===== src/rtl/otp_entry.sv =====
// otp_entry: user-side OTP digit entry.
//
// Conditions the raw digit switches and buttons through synchronizers, turns
// button rising edges into single actions, and assembles a DIGITS-long BCD word
// one digit at a time (newest digit in the low nibble). A completed entry is
// presented to the authentication FSM with a one-cycle otp_valid strobe. After
// that, the entry stays locked until otp_ack arrives.
//
// Ports:
//   clk_out_disp2  block clock, rising edge
//   rstn           asynchronous active-low reset
//   din            raw BCD digit switches
//   btn_load       raw button: append din as the newest digit
//   btn_del        raw button: drop the newest digit
//   btn_clr        raw button: clear the entry
//   btn_submit     raw button: submit a full entry
//   busy           authentication FSM busy (synchronous)
//   lock           lockout active (synchronous), clears and blocks entry
//   otp_ack        result-taken pulse (synchronous), releases a submitted entry
//   user_otp       entered digits, digit 0 (newest) in [3:0]
//   digit_cnt      number of digits entered, 0..DIGITS
//   otp_valid      one-cycle submit strobe
//   entry_full     digit_cnt == DIGITS
//   err            one-cycle pulse on a rejected action
module otp_entry #(
  parameter int unsigned DIGITS      = 4,
  parameter int unsigned SYNC_STAGES = 2
) (
  input  logic                  clk_out_disp2,
  input  logic                  rstn,
  input  logic [3:0]            din,
  input  logic                  btn_load,
  input  logic                  btn_del,
  input  logic                  btn_clr,
  input  logic                  btn_submit,
  input  logic                  busy,
  input  logic                  lock,
  input  logic                  otp_ack,
  output logic [4*DIGITS-1:0]   user_otp,
  output logic [2:0]            digit_cnt,
  output logic                  otp_valid,
  output logic                  entry_full,
  output logic                  err
);

  localparam int unsigned W       = 4 * DIGITS;
  localparam logic [2:0]  CntFull = 3'(DIGITS);

  typedef enum logic [2:0] {StIdle, StEntry, StFull, StSubmit, StWait} state_e;

  // Button vector bit order: {clr, del, submit, load}.
  logic [3:0] btn_raw;
  assign btn_raw = {btn_clr, btn_del, btn_submit, btn_load};

  logic [3:0] btn_sync_q [SYNC_STAGES];
  logic [3:0] btn_sync_d [SYNC_STAGES];
  logic [3:0] din_sync_q [SYNC_STAGES];
  logic [3:0] din_sync_d [SYNC_STAGES];
  logic [3:0] btn_prev_q, btn_prev_d;

  state_e        state_q, state_d;
  logic [W-1:0]  otp_q, otp_d;
  logic [2:0]    cnt_q, cnt_d;
  logic          valid_q, valid_d;
  logic          full_q, full_d;
  logic          err_q, err_d;

  logic [3:0]    btn_s, din_s, press;
  logic          press_clr, press_del, press_submit, press_load;
  logic [2:0]    cnt_dec, cnt_inc;

  always_comb begin
    btn_sync_d[0] = btn_raw;
    din_sync_d[0] = din;
    for (int i = 1; i < SYNC_STAGES; i++) begin
      btn_sync_d[i] = btn_sync_q[i-1];
      din_sync_d[i] = din_sync_q[i-1];
    end
  end

  assign btn_s      = btn_sync_q[SYNC_STAGES-1];
  assign din_s      = din_sync_q[SYNC_STAGES-1];
  assign btn_prev_d = btn_s;
  // Rising edge of the synchronized button; holding it yields one press.
  assign press        = btn_s & ~btn_prev_q;
  assign press_clr    = press[3];
  assign press_del    = press[2];
  assign press_submit = press[1];
  assign press_load   = press[0];
  assign cnt_dec      = cnt_q - 3'd1;
  assign cnt_inc      = cnt_q + 3'd1;

  always_comb begin
    state_d = state_q;
    otp_d   = otp_q;
    cnt_d   = cnt_q;
    err_d   = 1'b0;
    if (lock) begin
      // Presses seen during lock are consumed by the edge flop and dropped.
      state_d = StIdle;
      otp_d   = '0;
      cnt_d   = '0;
    end else if (state_q == StWait) begin
      if (otp_ack) begin
        state_d = StIdle;
        otp_d   = '0;
        cnt_d   = '0;
      end
    end else if (press_clr) begin
      state_d = StIdle;
      otp_d   = '0;
      cnt_d   = '0;
    end else if (state_q == StSubmit) begin
      state_d = StWait;
    end else if (press_del) begin
      if (cnt_q != 3'd0) begin
        otp_d   = {4'h0, otp_q[W-1:4]};
        cnt_d   = cnt_dec;
        state_d = (cnt_dec == 3'd0) ? StIdle : StEntry;
      end
    end else if (press_submit) begin
      if (state_q == StFull && !busy) begin
        state_d = StSubmit;
      end else begin
        err_d = 1'b1;
      end
    end else if (press_load) begin
      if (state_q == StFull || din_s > 4'd9) begin
        err_d = 1'b1;
      end else begin
        otp_d   = {otp_q[W-5:0], din_s};
        cnt_d   = cnt_inc;
        state_d = (cnt_inc == CntFull) ? StFull : StEntry;
      end
    end
  end

  assign valid_d = (state_d == StSubmit);
  assign full_d  = (cnt_d == CntFull);

  always_ff @(posedge clk_out_disp2 or negedge rstn) begin
    if (!rstn) begin
      for (int i = 0; i < SYNC_STAGES; i++) begin
        btn_sync_q[i] <= '0;
        din_sync_q[i] <= '0;
      end
      btn_prev_q <= '0;
      state_q    <= StIdle;
      otp_q      <= '0;
      cnt_q      <= '0;
      valid_q    <= 1'b0;
      full_q     <= 1'b0;
      err_q      <= 1'b0;
    end else begin
      for (int i = 0; i < SYNC_STAGES; i++) begin
        btn_sync_q[i] <= btn_sync_d[i];
        din_sync_q[i] <= din_sync_d[i];
      end
      btn_prev_q <= btn_prev_d;
      state_q    <= state_d;
      otp_q      <= otp_d;
      cnt_q      <= cnt_d;
      valid_q    <= valid_d;
      full_q     <= full_d;
      err_q      <= err_d;
    end
  end

  assign user_otp   = otp_q;
  assign digit_cnt  = cnt_q;
  assign otp_valid  = valid_q;
  assign entry_full = full_q;
  assign err        = err_q;

endmodule


===== config.mk =====
export PLATFORM = sky130hd
export DESIGN_NAME = otp_entry
export DESIGN_NICKNAME = d
export VERILOG_FILES = /design/src/rtl/otp_entry.sv
export SDC_FILE = /design/constraint.sdc
export NUM_CORES = 1
export LEC_CHECK = 0
export BUFFER_PORTS_ARGS = -buffer_cell sky130_fd_sc_hd__buf_2
export CAP_MARGIN = 20
export CORE_UTILIZATION = 45
export CTS_CLUSTER_DIAMETER = 60
export DETAILED_ROUTE_END_ITERATION = 10
export PLACE_DENSITY = 0.66
export SYNTH_ARGS = -nofsm -noshare
export SYNTH_HDL_FRONTEND = slang
export SYNTH_SLANG_ARGS = --single-unit
export TNS_END_PERCENT = 5

===== constraint.sdc =====
create_clock -name clk_out_disp2 -period 2.1 [get_ports clk_out_disp2]
set_clock_uncertainty 0.05 [all_clocks]
set_input_delay 0.105 -clock clk_out_disp2 [delete_from_list [all_inputs] [get_ports clk_out_disp2]]
set_output_delay 0.105 -clock clk_out_disp2 [all_outputs]
set_load 0.05 [all_outputs]

# After elaboration in Yosys (flattened, before gate mapping)
# Index checks and enable logic that the tools add are counted.
# classes
n_reduce_logical,7
bitwise_logic,2
n_addsub,2
n_mux,42
order_cmp,1
n_eq_ne,11
# op_table
op,count
16-bit two-way mux,10
3-bit two-way mux,21
1-bit two-way mux,10
"5-bit by 2-bit inequality test with 1-bit output, second input constant",2
"3-bit by 2-bit == test with 1-bit output, second input constant",3
"3-bit == test, second input constant",3
6-bit AND reduction,1
"5-bit inequality test, second input constant",1
5-bit nonzero test,1
4-bit AND,1
"4-bit greater-than comparator, second input constant",1
"4-bit inequality test, second input constant",1
4-bit inverter,1
"3-bit by 1-bit adder with 3-bit output, second input constant",1
3-bit zero test,1
"3-bit inequality test, second input constant",1
3-bit nonzero test,1
"3-bit by 1-bit subtractor with 3-bit output, second input constant",1
2-bit two-way mux,1
1-bit logical AND,1
1-bit zero test,1
1-bit logical OR,1
# word_totals
regBits,45
in_bits,13
wordCells,76

# Logic depth before layout (Yosys ltp)
# logic_depth
ltp_word,12
mapped_depth,8
ltp_nobuf,7

# Worst setup path after synthesis
# OpenSTA, ideal clock, no wires.
# synth_path
kind,reg-to-reg
from,"register cnt_q[0], in the netlist digit_cnt[0]"
to,"register otp_q[10], in the netlist user_otp[10]"
arrival_time_ps,2060
setup_ps,127
stages_incl_launch_ff,9
setup_slack_ps,-137
required_ps,1923
path_cell_list,dfrtp_1 > inv_1 > ha_1 > a21oi_4 > a21oi_4 > a311oi_4 > nor2_4 > buf_6 > o2bb2ai_1
# synth_between
elab_chain_cells,3
# synth_rtl
element,line,rtl
from (decl),63,"logic [2:0] cnt_q, cnt_d;"
from (signal assigned),162,cnt_q <= cnt_d;
3-bit nonzero test,116,if (cnt_q != 3'd0) begin
5-bit by 2-bit inequality test with 1-bit output (no source line),n/a,
6-bit AND reduction (no source line),n/a,
to (signal assigned),161,otp_q <= otp_d;
to (decl),62,"logic [W-1:0] otp_q, otp_d;"
# Every way passes these cells.
# A chain may end at the register's enable or synchronous reset.

# Worst setup path in the final report
# layout_path
from,"register cnt_q[0], in the netlist digit_cnt[0]"
to,"register otp_q[12], in the netlist user_otp[12]"
# The elaborated chain is that of the path after synthesis.

==> flow_summary.ini <==
[timing]
finalCriticalPeriod_ps = 2000
hold_slack_ps = 103
drv_slew = 0
post-route-period-util_pct = 95.0
rsz0062_at_grt = false
fmax_ghz = 0.501
relSlewSlack_pct = 44.6
finalHoldViolations = 0
fin_tns_setup_ps = 0
setup_viol = 0
worst_pin_slew_ps = 831

[synthesis]
yosys_warnings = 0
yosysUniqueCellTypes = 49
synth_fp_nets = 168
ys_ff_latch = 45
yosysTopAreaCell = dfrtp_1
synth_edf_count = 0
synth_ff_type = dfrtp_1
ys_async_sr_fraction_pct = 100
netlist_area_mm2 = 0.00203
synthTopCellsByArea = dfrtp_1 56%, mux2i_1 6.4%, o2bb2ai_2 4.4%, ha_1 3.1%, o2bb2ai_1 2.6%
synth.avg_cell_area_um2 = 13.5
netlist_instances = 150
synth_top_area_share_pct = 55.6
ys_seq_area_share_pct = 55.6

[global_route]
track_usage_pct = 17.6
grt-ovfl-total = 0
grt_pass1_wl_um = 6550
grt_pass1_vias = 1354
grt_max_degree = 39
antenna_found_initial = 0

[routing]
wl_per_cell_um = 15.3
drtIter0Drc = 65
drc = 0
antenna_left = 0
firstDrtPassIters = 4
routed_wl_um = 3870
vias = 1359
viasPerCell = 5.39

[clocking]
cts_tree = done
root_buffer = clkbuf_8
clkTransAtPathRegs_ps = 80
cts_htree_levels = 2
cts_buffer_depth = 2
ctsResizeCount = 0
cts_sinks = 45
numCtsBuffers = 5
clkLatencyLatePin_ps = 290

[place]
placedCellCount = 235
hpwl_um = 2740
port_buffers = 34
place_congestion = 0.891

[cells_and_area]
nets = 217
stdcell_count = 252
diodes = 0
synthToLayoutAreaGrowth_pct = 19.9
finish.utilization_pct = 55.8
num-fill-cells = 372
drive_gt1_share_pct = 37.0

[pwr]
intPower_mw = 1.23
clkPwrFrac_pct = 29.8
p_leak_nw = 1.15
power_mw = 1.69
ir_drop_v = 0.000524
switching_share_pct = 27.3
powerDensity_mw_per_mm2 = 697
sequentialPowerShare_pct = 54.2
p_comb_share_pct = 16.0
power.switching_uw = 462

[worst_setup_path]
start_kind = flop
cp.required_ps = 2290
reg2reg_slack_ps = 100
reg2reg_from = digit_cnt[0]$_DFF_PN0_
r2r_end = user_otp[12]$_DFFE_PN0P_
cp-end-kind = flop
rr_worst_depth = 7
crit_end = user_otp[12]$_DFFE_PN0P_
crit_start = digit_cnt[0]$_DFF_PN0_
path_class = flop to flop
cp_max_fo = 16
cp.arrival_ps = 2180

[run]
drv_cap = 0

[die]
pin_count = 35
die_w_um = 69.1
core_mm2 = 0.00435
die_h_um = 69.1
std_cell_rows = 24
floorplan.initialDensity_pct = 46.6
die_area_mm2 = 0.00478

[worst_hold_path]
hold_path_class = input pin to flop

[run_status]
status = finished clean
critical path: stages, from the launching register on:
cell,delay (ps)
dfrtp_2,440
inv_1,120
ha_1,270
a21oi_4,100
a21oi_4,160
a311oi_4,140
nor2_4,420
a22o_1,220
sequential cells by signal (all words and copies together), names as in the netlist:
| signal | count |
|---|---|
| err | 1 |
| otp_valid | 1 |
| entry_full | 1 |
| din_sync_d | 4 |
| btn_prev_q | 4 |
| digit_cnt | 3 |
| btn_sync_d | 4 |
| state_q | 3 |
| user_otp | 16 |
| btn_prev_d | 4 |
| din_s | 4 |
repair_timing:
item / in CTS / in global routing
endpoints found under the setup margin: 0 / 5
buffers inserted: 0 / 0
hold buffers: 9 / 0
hold endpoints to repair: 45 / 0
cell usage after synthesis, types with 2 or more instances:
cell type	number
nor3_1	2
mux2i_1	13
ha_1	5
nand2b_4	2
o21ai_0	2
buf_2	2
a21oi_1	2
nand3_1	3
a22o_1	4
or2b_2	2
o2bb2ai_1	6
or2_1	2
a21oi_4	2
a31o_1	2
nor2_1	8
dfrtp_1	45
buf_6	2
inv_1	3
nand2_1	8
o2bb2ai_2	6
layout by cell type, fill, tap and decap left out, types with 2 or more instances in the layout:
cell type	count
clkbuf_8	5
nor2_1	8
or2_1	2
nand2_1	8
or2b_2	2
nor3_1	2
dfrtp_2	2
buf_2	34
ha_1	5
buf_4	4
o21ai_0	2
a21oi_4	2
a21oi_1	2
o2bb2ai_2	6
dfrtp_1	43
nand3_1	3
clkinv_2	2
nand2b_4	2
inv_1	3
o2bb2ai_1	6
a31o_1	2
mux2i_1	13
dlygate4sd3_1	9
a22o_1	4
worst min-delay path by stage:
stage | slack (ps) | start | to | depth (start not counted)
final | 100 | otp_ack | state_q[2]$_DFF_PN0_ | 3
after CTS | 90 | otp_ack | state_q[2]$_DFF_PN0_ | 3
after detailed placement | 160 | btn_submit | btn_sync_d[1]$_DFF_PN0_ | 1
after global placement | 160 | btn_submit | btn_sync_d[1]$_DFF_PN0_ | 1
after global routing | 90 | otp_ack | state_q[2]$_DFF_PN0_ | 3
after floorplan | -240 | rstn | btn_prev_d[0]$_DFF_PN0_ | 0
metal layers:
metal  vias up  share of wire [%]  track usage [%]
met1       672                 46             23.7
met3         7                4.2             4.53
met2        36                 48             27.7
li1        644                  -                -
met4         0                1.2             5.67
met5         -                  0                0
layout make-up:
class / count / area (µm²) / share of cell area [%]
sequential: 45 / 1130 / 46.4
multi-input combinational: 96 / 850 / 34.9
timing repair buffer: 47 / 290 / 11.9
clock buffer: 6 / 72.6 / 2.99
tap: 52 / 65.1 / 2.68
inverter: 4 / 15.0 / 0.618
clock inverter: 2 / 10.0 / 0.412
power groups by stage:
stage / clock [mW] / sequential (mW) / combinational (mW)
CTS: 0.528 / 0.920 / 0.273
global route: 0.558 / 0.925 / 0.293
global placement: 0 / 0.935 / 0.255
finish: 0.505 / 0.919 / 0.270
detailed placement: 0 / 0.937 / 0.260
floorplan: 0 / 0.973 / 0.148
cells by family after synthesis:
kind of cell	share of synthesized area (%)
AOI/OAI and AO/OA	19.3
adders and majority gates	3.09
buffers and inverters	2.53
DFF	55.6
muxes	6.42
and+or+nand+nor	13.1
stage by stage:
| stage | setup WS (ps) | instance area [µm²] |
|---|---|---|
| after floorplan | 43.6 | 2030 |
| after global placement | 153 | 2260 |
| after detailed placement | 84.9 | 2260 |
| after CTS | 65.7 | 2430 |
| after global routing | 9.56 | 2430 |
| final | 104 | 2430 |
Power figures use the tool's default switching activity.
